### src/rtl/cache_conj_ass_nvias.sv
// N-way set-associative write-back/write-allocate cache with true-LRU, one word per line.
// Optional hit/miss statistics counters are built when CACHE_STATS_EN is defined.
module cache_conj_ass_nvias #(
    parameter int NUM_SETS = 2,
    parameter int NUM_WAYS = 2,
    parameter int ADDR_W   = 5,
    parameter int DATA_W   = 8
) (
    input  logic              clock,
    input  logic              reset_n,
    input  logic              cpu_req,
    input  logic              cpu_write,
    input  logic [ADDR_W-1:0] cpu_addr,
    input  logic [DATA_W-1:0] cpu_wdata,
    output logic              cpu_ready,
    output logic [DATA_W-1:0] cpu_rdata,
    output logic              hit,
    output logic              mem_rd_req,
    output logic              mem_wr_req,
    output logic [ADDR_W-1:0] mem_addr,
    output logic [DATA_W-1:0] mem_wdata,
    input  logic [DATA_W-1:0] mem_rdata,
    input  logic              mem_ack,
`ifdef CACHE_STATS_EN
    output logic [15:0]       hit_count,
    output logic [15:0]       miss_count,
`endif
    output logic [1:0]        state_dbg
);

    localparam int INDEX_W = $clog2(NUM_SETS);
    localparam int AGE_W   = $clog2(NUM_WAYS);
    localparam int TAG_W   = ADDR_W - INDEX_W;

    typedef enum logic [1:0] {IDLE = 2'd0, WB = 2'd1, FILL = 2'd2, RESP = 2'd3} state_t;

    state_t state;

    logic [NUM_WAYS-1:0] valid_arr [NUM_SETS];
    logic [NUM_WAYS-1:0] dirty_arr [NUM_SETS];
    logic [AGE_W-1:0]    age_arr   [NUM_SETS][NUM_WAYS];
    logic [TAG_W-1:0]    tag_arr   [NUM_SETS][NUM_WAYS];
    logic [DATA_W-1:0]   data_arr  [NUM_SETS][NUM_WAYS];

    logic [INDEX_W-1:0] idx_q;
    logic [TAG_W-1:0]   tag_q;
    logic [AGE_W-1:0]   way_q;
    logic               write_q;
    logic [DATA_W-1:0]  wdata_q;
    logic               hit_q;

    logic [INDEX_W-1:0] req_idx;
    logic [TAG_W-1:0]   req_tag;
    logic               lk_hit;
    logic               lk_inv;
    logic [AGE_W-1:0]   lk_hit_way;
    logic [AGE_W-1:0]   lk_inv_way;
    logic [AGE_W-1:0]   lk_lru_way;
    logic [AGE_W-1:0]   lk_vic_way;
    logic [AGE_W-1:0]   lk_way;
    logic               lk_vic_dirty;

    assign req_idx   = cpu_addr[INDEX_W-1:0];
    assign req_tag   = cpu_addr[ADDR_W-1:INDEX_W];
    assign state_dbg = state;

    // Scan runs from the top way down so the lowest-index match or invalid way wins.
    always_comb begin
        lk_hit     = 1'b0;
        lk_inv     = 1'b0;
        lk_hit_way = '0;
        lk_inv_way = '0;
        lk_lru_way = '0;
        for (int w = NUM_WAYS - 1; w >= 0; w--) begin
            if (valid_arr[req_idx][w] && (tag_arr[req_idx][w] == req_tag)) begin
                lk_hit     = 1'b1;
                lk_hit_way = AGE_W'(w);
            end
            if (!valid_arr[req_idx][w]) begin
                lk_inv     = 1'b1;
                lk_inv_way = AGE_W'(w);
            end
            if (age_arr[req_idx][w] == AGE_W'(NUM_WAYS - 1)) begin
                lk_lru_way = AGE_W'(w);
            end
        end
        lk_vic_way   = lk_inv ? lk_inv_way : lk_lru_way;
        lk_way       = lk_hit ? lk_hit_way : lk_vic_way;
        lk_vic_dirty = valid_arr[req_idx][lk_vic_way] && dirty_arr[req_idx][lk_vic_way];
    end

    // Memory handshake: a request (mem_rd_req/mem_wr_req) is held with stable address/data
    // until mem_ack is seen at a rising edge; it drops the following cycle, and mem_ack is
    // ignored when neither request is high.
    always_ff @(posedge clock or negedge reset_n) begin
        if (!reset_n) begin
            state      <= IDLE;
            cpu_ready  <= 1'b0;
            cpu_rdata  <= '0;
            hit        <= 1'b0;
            mem_rd_req <= 1'b0;
            mem_wr_req <= 1'b0;
            mem_addr   <= '0;
            mem_wdata  <= '0;
            idx_q      <= '0;
            tag_q      <= '0;
            way_q      <= '0;
            write_q    <= 1'b0;
            wdata_q    <= '0;
            hit_q      <= 1'b0;
            for (int s = 0; s < NUM_SETS; s++) begin
                valid_arr[s] <= '0;
                dirty_arr[s] <= '0;
                for (int w = 0; w < NUM_WAYS; w++) begin
                    age_arr[s][w]  <= AGE_W'(w);
                    tag_arr[s][w]  <= '0;
                    data_arr[s][w] <= '0;
                end
            end
`ifdef CACHE_STATS_EN
            hit_count  <= '0;
            miss_count <= '0;
`endif
        end else begin
            cpu_ready <= 1'b0;
            case (state)
                IDLE: begin
                    if (cpu_req) begin
                        idx_q   <= req_idx;
                        tag_q   <= req_tag;
                        way_q   <= lk_way;
                        write_q <= cpu_write;
                        wdata_q <= cpu_wdata;
                        hit_q   <= lk_hit;
                        if (lk_hit) begin
                            state <= RESP;
                        end else if (lk_vic_dirty) begin
                            state      <= WB;
                            mem_wr_req <= 1'b1;
                            mem_addr   <= {tag_arr[req_idx][lk_vic_way], req_idx};
                            mem_wdata  <= data_arr[req_idx][lk_vic_way];
                        end else if (!cpu_write) begin
                            state      <= FILL;
                            mem_rd_req <= 1'b1;
                            mem_addr   <= cpu_addr;
                        end else begin
                            state <= RESP;
                        end
                    end
                end
                WB: begin
                    if (mem_ack) begin
                        mem_wr_req <= 1'b0;
                        if (write_q) begin
                            state <= RESP;
                        end else begin
                            state      <= FILL;
                            mem_rd_req <= 1'b1;
                            mem_addr   <= {tag_q, idx_q};
                        end
                    end
                end
                FILL: begin
                    if (mem_ack) begin
                        mem_rd_req                <= 1'b0;
                        valid_arr[idx_q][way_q]   <= 1'b1;
                        dirty_arr[idx_q][way_q]   <= 1'b0;
                        tag_arr[idx_q][way_q]     <= tag_q;
                        data_arr[idx_q][way_q]    <= mem_rdata;
                        state                     <= RESP;
                    end
                end
                RESP: begin
                    cpu_ready <= 1'b1;
                    hit       <= hit_q;
                    cpu_rdata <= write_q ? wdata_q : data_arr[idx_q][way_q];
                    if (write_q) begin
                        valid_arr[idx_q][way_q] <= 1'b1;
                        dirty_arr[idx_q][way_q] <= 1'b1;
                        tag_arr[idx_q][way_q]   <= tag_q;
                        data_arr[idx_q][way_q]  <= wdata_q;
                    end
                    // Ages within a set always form a permutation of 0..NUM_WAYS-1.
                    for (int w = 0; w < NUM_WAYS; w++) begin
                        if (AGE_W'(w) == way_q) begin
                            age_arr[idx_q][w] <= '0;
                        end else if (age_arr[idx_q][w] < age_arr[idx_q][way_q]) begin
                            age_arr[idx_q][w] <= age_arr[idx_q][w] + 1'b1;
                        end
                    end
`ifdef CACHE_STATS_EN
                    if (hit_q) begin
                        if (hit_count != 16'hFFFF) hit_count <= hit_count + 16'd1;
                    end else begin
                        if (miss_count != 16'hFFFF) miss_count <= miss_count + 16'd1;
                    end
`endif
                    state <= IDLE;
                end
                default: state <= IDLE;
            endcase
        end
    end

endmodule

### config.mk
export PLATFORM = sky130hd
export DESIGN_NAME = cache_conj_ass_nvias
export DESIGN_NICKNAME = d
export VERILOG_FILES = /design/src/rtl/cache_conj_ass_nvias.sv
export SDC_FILE = /design/constraint.sdc
export NUM_CORES = 1
export LEC_CHECK = 0
export ABC_CLOCK_PERIOD_IN_PS = 2500
export CAP_MARGIN = 30
export CELL_PAD_IN_SITES_DETAIL_PLACEMENT = 1
export CELL_PAD_IN_SITES_GLOBAL_PLACEMENT = 1
export CORE_ASPECT_RATIO = 1.2
export CORE_MARGIN = 2
export CORE_UTILIZATION = 46
export CTS_CLUSTER_DIAMETER = 200
export DETAILED_ROUTE_END_ITERATION = 12
export PLACE_DENSITY = 0.86
export SYNTH_ARGS = -nofsm -noshare
export SYNTH_HDL_FRONTEND = slang
export SYNTH_SLANG_ARGS = --single-unit
### constraint.sdc
create_clock -name clock -period 2.5 [get_ports clock]
set_input_delay 0.5 -clock clock [delete_from_list [all_inputs] [get_ports clock]]
set_output_delay 0.5 -clock clock [all_outputs]
set_load 0.01 [all_outputs]
==> results of run 1 <==
area by class of cell:
class | instances | area [µm²]
sequential | 103 | 2580
clock buffer | 10 | 239
multi-input combinational | 282 | 2340
timing repair buffer | 87 | 796
inverter | 11 | 41.3
clock inverter | 6 | 67.6
tap | 132 | 165
fill | 1118 | 4640
worst max-delay path by stage:
stage	startpoint	to	slack, ns	depth (start not counted)
floorplan	state_dbg[0]	flop	0.28	7
global placement	cpu_addr[0]	mem_addr[2]	-0.24	9
detailed placement	cpu_addr[0]	mem_addr[1]	-0.34	9
CTS	cpu_addr[0]	mem_addr[4]	0.01	8
global route	state_dbg[0]	data_arr[14]	0.02	7
finish	state_dbg[0]	data_arr[14]	0.15	7
cell usage after synthesis (all sizes together):
cell type / number
mux2i: 30
nor2b: 3
a221o: 3
a311oi: 1
and2b: 3
xor2: 8
mux2: 48
dfrtp: 101
dfstp: 2
nor2: 28
a221oi: 1
xnor2: 2
nand2: 39
inv: 11
a32o: 1
nand3b: 1
a21o: 2
o32ai: 1
nor3b: 3
a21oi: 23
a31oi: 12
buf: 12
ha: 4
a22o: 2
o2111ai: 2
a41oi: 1
o21ai: 30
a32oi: 1
a22oi: 1
nand3: 1
clkbuf: 12
or2: 2
nand4b: 1
mux4: 16
and2: 1
a211oi: 2
nor3: 2
a41o: 1
nand2b: 4
nand4: 2
metrics by stage:
| stage | instance area [µm²] | setup slack, ns | setup TNS [ns] | std cells | utilization |
|---|---|---|---|---|---|
| floorplan | 5070 | 0.282 | 0 | 420 | - |
| detailed placement | 5910 | -0.338 | -5.41 | 615 | 0.544 |
| global placement | 5910 | -0.241 | -3.18 | 615 | 0.544 |
| finish | 6230 | 0.154 | 0 | 631 | 0.573 |
| global route | 6230 | 0.0203 | 0 | 631 | 0.573 |
| CTS | 6230 | 0.00955 | 0 | 631 | 0.573 |
flip-flops by register name (all words and copies together) (netlist names), named ones only:
signal      cells
data_arr       32
tag_arr        16
cpu_rdata       8
mem_wdata       8
wdata_q         8
mem_addr        5
age_arr         4
tag_q           4
valid_arr       4
state_dbg       2
cpu_ready       1
hit             1
hit_q           1
idx_q           1
mem_rd_req      1
mem_wr_req      1
way_q           1
write_q         1
logic make-up after synthesis:
group / synth area share
buffers and inverters: 0.0321
adders and majority gates: 0.00988
DFF: 0.509
AOI/OAI and AO/OA: 0.104
xor gates and xnor gates: 0.0173
and+or+nand+nor: 0.0859
muxes: 0.242
power breakdown:
part           total, mW  leakage [nW]  switching, mW  internal [mW]
clock               1.46         0.145          0.651          0.808
sequential          3.09          1.23          0.669           2.42
combinational       3.63          1.39           1.75           1.88
worst max-delay path, cell delays in order (launching register included):
cell and delay (ns):
dfrtp_1 0.42, inv_1 0.09, ha_1 0.30, a22oi_1 0.23, o21ai_1 0.13, nand3b_1 0.43, buf_4 0.35, o21ai_0 0.28
layer usage:
metal,up-vias,wire length (µm)
met5,-,0
met4,0,334
met3,20,395
met2,71,7790
met1,1926,5440
li1,1660,-
==> metrics.txt, run 1 <==
Post-DP HPWL=9.95 mm; total global routing track utilization=0.253; met2 usage=0.462; clk sinks=103; hold_buf cts=0; Critical Path RT=approximately 2.8 ns; share of the synthesized area in the top cell type=0.499; CTS Buf Count=9; RD Place Congestion=roughly 0.9; R2R depth=7; Worst R2R End=data_arr[14]; CTS Buffer Depth=2; Synth area leader=dfrtp_1; Chip Width=approximately 100 µm; Starting Density=0.466; nets@finish=approximately 520; wire per inst=around 22 µm; VDD IR max=between 0.6 and 0.7 mV; max-capacitance violation count=0; total grt overflow=0; H-tree levels=3; Critical Path Fanout Max=16; number of routed nets with antenna violations=0; max-slew violation count=0; register area share after synthesis=0.509; routing usage on met3=0.0423; largest cells by area after synthesis=dfrtp_1, mux2_2, mux4_2; largest net degree at the start of global routing=51; Data arrival, critical path=around 2.6 ns; Worst Max-Slew Pin Slew=a little under 0.7 ns; Hold WS=0.168 ns; DRT iter0 DRCs=between 200 and 250; proportion of layout cells with a drive suffix above 1=0.263; WL final=approximately 14 mm; reg2reg start=state_dbg[0]; Gate Count Post-Synth=between 400 and 500; port bufs=between 50 and 60; CP Class=flop to flop; 1st-pass router iterations=4; outcome=finished, final reports clean; vias per inst=5.83; Clock transition at path regs=roughly 0.07 ns; CTS tree=yes; Max Freq=approximately 430 MHz; initial antenna violation count=0; DRC Markers=0; Cell Pwr Density=1310 nW/µm²; full die area=11900 µm²; commonest non-fill, non-tap cell in the layout=dfrtp_1; Tmin final=between 2 and 2.5 ns; most frequent cells in the layout=dfrtp_1, clkdlybuf4s50_1, mux2_2, nand2_1, buf_4; Most Used Layer, Global Route=met2; overall power=between 8 and 9 mW; type of origin of the critical path=flop; final setup violation count=0; Placement Rows=42; relative slew slack=0.551; # resized after CTS=1; via count=3677; IO Pins=53; fin crit share=0.939; Fin Clk Skew=approximately 0.0084 ns; vias in the first global route=around 4100; Layout area overhead=23.0%; Post-CTS Setup Inserts=0; core area=10900 µm²; Worst-Skew Late Latency=about 0.36 ns; leakage power=2.77 nW; first-pass GRT wire length=about 23 mm; Final Hold Fails=0; FF+latch count, synth=~100; Synth Area per Inst=between 10 and 15 µm²; Setup crit end kind=flop; Post-Syn Area=5070 µm²; RSZ-0062 raised after global routing=false; # diodes=0; met1 GRT Util=0.300; syn nets=450; Hold Path Class=input pin to async pin; Die H=119 µm; R2R setup slack=0.15 ns; root buf cell=clkbuf_16; Warnings, synthesis=0; Yosys cell types=slightly above 50
Power figures use the tool's default switching activity.
==> run 2: changes to the inputs <==
- CTS_CLUSTER_SIZE: default -> 25
==> results of run 2 <==
Final layout, timing and power as in run 1 (identical DEF).
==> run 3: changes to the inputs <==
- REMOVE_ABC_BUFFERS: default -> 1
==> metrics.txt, run 3 (synthesis results as in run 1) <==
Critical Path RT=2.73 ns (-0.02 ns); VDD IR max=0.561 mV (-7.7%); # diodes=0 (unchanged); Starting Density=0.466 (unchanged); Data arrival, critical path=2.57 ns (-0.02 ns); Cell Pwr Density=1310 nW/µm² (-0.39%); Clock transition at path regs=0.07 ns (about the same); Worst-Skew Late Latency=0.35 ns (about the same); largest net degree at the start of global routing=47 (-7.8%); WL final=13.9 mm (-0.72%); relative slew slack=0.588 (+0.0370); total grt overflow=0 (unchanged); Placement Rows=42 (unchanged); post-route setup TNS=0 ns (unchanged); Post-DP HPWL=9.63 mm (-3.2%); root buf cell=clkbuf_16; RSZ-0062 raised after global routing=false; vias per inst=5.89 (+1.0%); H-tree levels=3 (unchanged); Placed Instances=616 (+0.16%); max-slew violation count=0 (unchanged); DRC Markers=0 (unchanged); Die H=119 µm (unchanged); total global routing track utilization=0.252 (-0.00156); most flop-heavy register=data_arr; overall power=8.14 mW (-0.53%); Layout area overhead=22.9%; Worst Max-Slew Pin Slew=0.617 ns (-0.0555 ns); Max Freq=429 MHz (+0.66%); most frequent cells in the layout=dfrtp_1, clkdlybuf4s50_1, mux2_2, nand2_1, buf_4; fin area=6220 µm² (-0.14%); Chip Width=99.8 µm (unchanged); CTS Buf Count=9 (unchanged); max FFs per register=32 (unchanged); non-filler instance count after layout=631 (unchanged); via count=3714 (+1.0%); max-capacitance violation count=0 (unchanged); CP Class=input pin to flop; 1st-pass router iterations=4 (unchanged); clk sinks=103 (unchanged); DP Area=5930 µm² (+0.34%); outcome=finished, final reports clean; initial antenna violation count=0 (unchanged); DRT iter0 DRCs=124 (-41%); Post-CTS Setup Inserts=0 (unchanged); Largest regs=data_arr (32), tag_arr (16); first-pass GRT wire length=22.7 mm (-1.1%); reg2reg start=age_arr[3]; IO Pins=53 (unchanged); type of origin of the critical path=input pin; final setup violation count=0 (unchanged); Hold Path Class=input pin to async pin; leakage power=2.75 nW (-0.45%); Setup crit end kind=flop; core area=10900 µm² (unchanged); Tmin final=2.33 ns (-0.0154 ns); vias in the first global route=4308 (+3.9%); Fin Clk Skew=0.00744 ns (-0.000943 ns); nets@finish=525 (+0.19%); proportion of layout cells with a drive suffix above 1=0.261 (-0.00200); Final Hold Fails=0 (unchanged); Critical Path Fanout Max=6 (-10); Crit. Startpoint=cpu_addr[0]; number of routed nets with antenna violations=0 (unchanged); RD Place Congestion=0.857 (-3.9%); wire per inst=22.0 µm (-0.72%); fin crit share=0.932 (-0.00616); commonest non-fill, non-tap cell in the layout=dfrtp_1; CTS Buffer Depth=2 (unchanged); port bufs=52 (unchanged); full die area=11900 µm² (unchanged); CTS tree=yes
-- run 3: changes by cell type in the layout (fill, tap and decap cells not counted), sizes merged --
cell	previous run	this run
clkbuf	10	13
clkinv	2	0
buf	36	37
bufinv	1	0
dlygate4sd2	0	1
dlymetal6s2s	1	0
inv	12	11
-- run 3: worst paths after layout --
path / to / slack [ns] / depth (start not counted)
min in group clock: hit_q / 0.48 / 2
setup reg to reg: mem_addr[4] / 0.29 / 7
hold / removal: tag_arr[9] / 0.14 / 1
setup / recovery: mem_addr[4] / 0.17 / 9
max in group asynchronous: age_arr[2] / 1.63 / 2
hold reg to reg: hit_q / 0.48 / 2
-- run 3: critical path: stages --
cell and delay (ns):
dlygate4sd2_1 0.35, buf_4 0.22, nand2_4 0.07, a22o_1 0.24, a211oi_4 0.35, buf_4 0.21, nor3b_1 0.06, a221o_1 0.29
mux2_4 0.26
-- run 3: area by class of cell --
| type | count | area (µm²) |
|---|---|---|
| fill | 1120 | 4650 |
| sequential | 103 | 2580 |
| multi-input combinational | 282 | 2340 |
| timing repair buffer | 88 | 812 |
| clock buffer | 13 | 270 |
| tap | 132 | 165 |
| inverter | 11 | 41.3 |
| clock inverter | 2 | 15.0 |
-- run 3: timing repair --
action	4_1_cts	5_1_grt
resized for setup	2	0
hold buffers	0	0
endpoints found under the setup margin	15	0
-- run 3: through the flow --
step	util	setup slack (ns)	hold WS, ns
floorplan	-	-0.810	0.204
global placement	0.545	-0.317	0.463
detailed placement	0.545	-0.468	0.468
CTS	0.572	0.179	0.144
global route	0.572	0.0729	0.172
finish	0.572	0.169	0.135
-- run 3: power breakdown --
group	internal [mW]	switching [mW]	total, mW
clock	0.753	0.614	1.37
combinational	1.90	1.82	3.73
sequential	2.43	0.624	3.05
-- run 3: layer usage --
metal | routed length [µm] | GRT usage | part of all wire | up-vias
met1 | 5650 | 0.303 | 0.41 | 1933
met4 | 411 | 0.0959 | 0.030 | 0
met2 | 7380 | 0.447 | 0.53 | 87
met3 | 428 | 0.0428 | 0.031 | 38
met5 | 0 | 0 | 0 | -
li1 | - | - | - | 1656
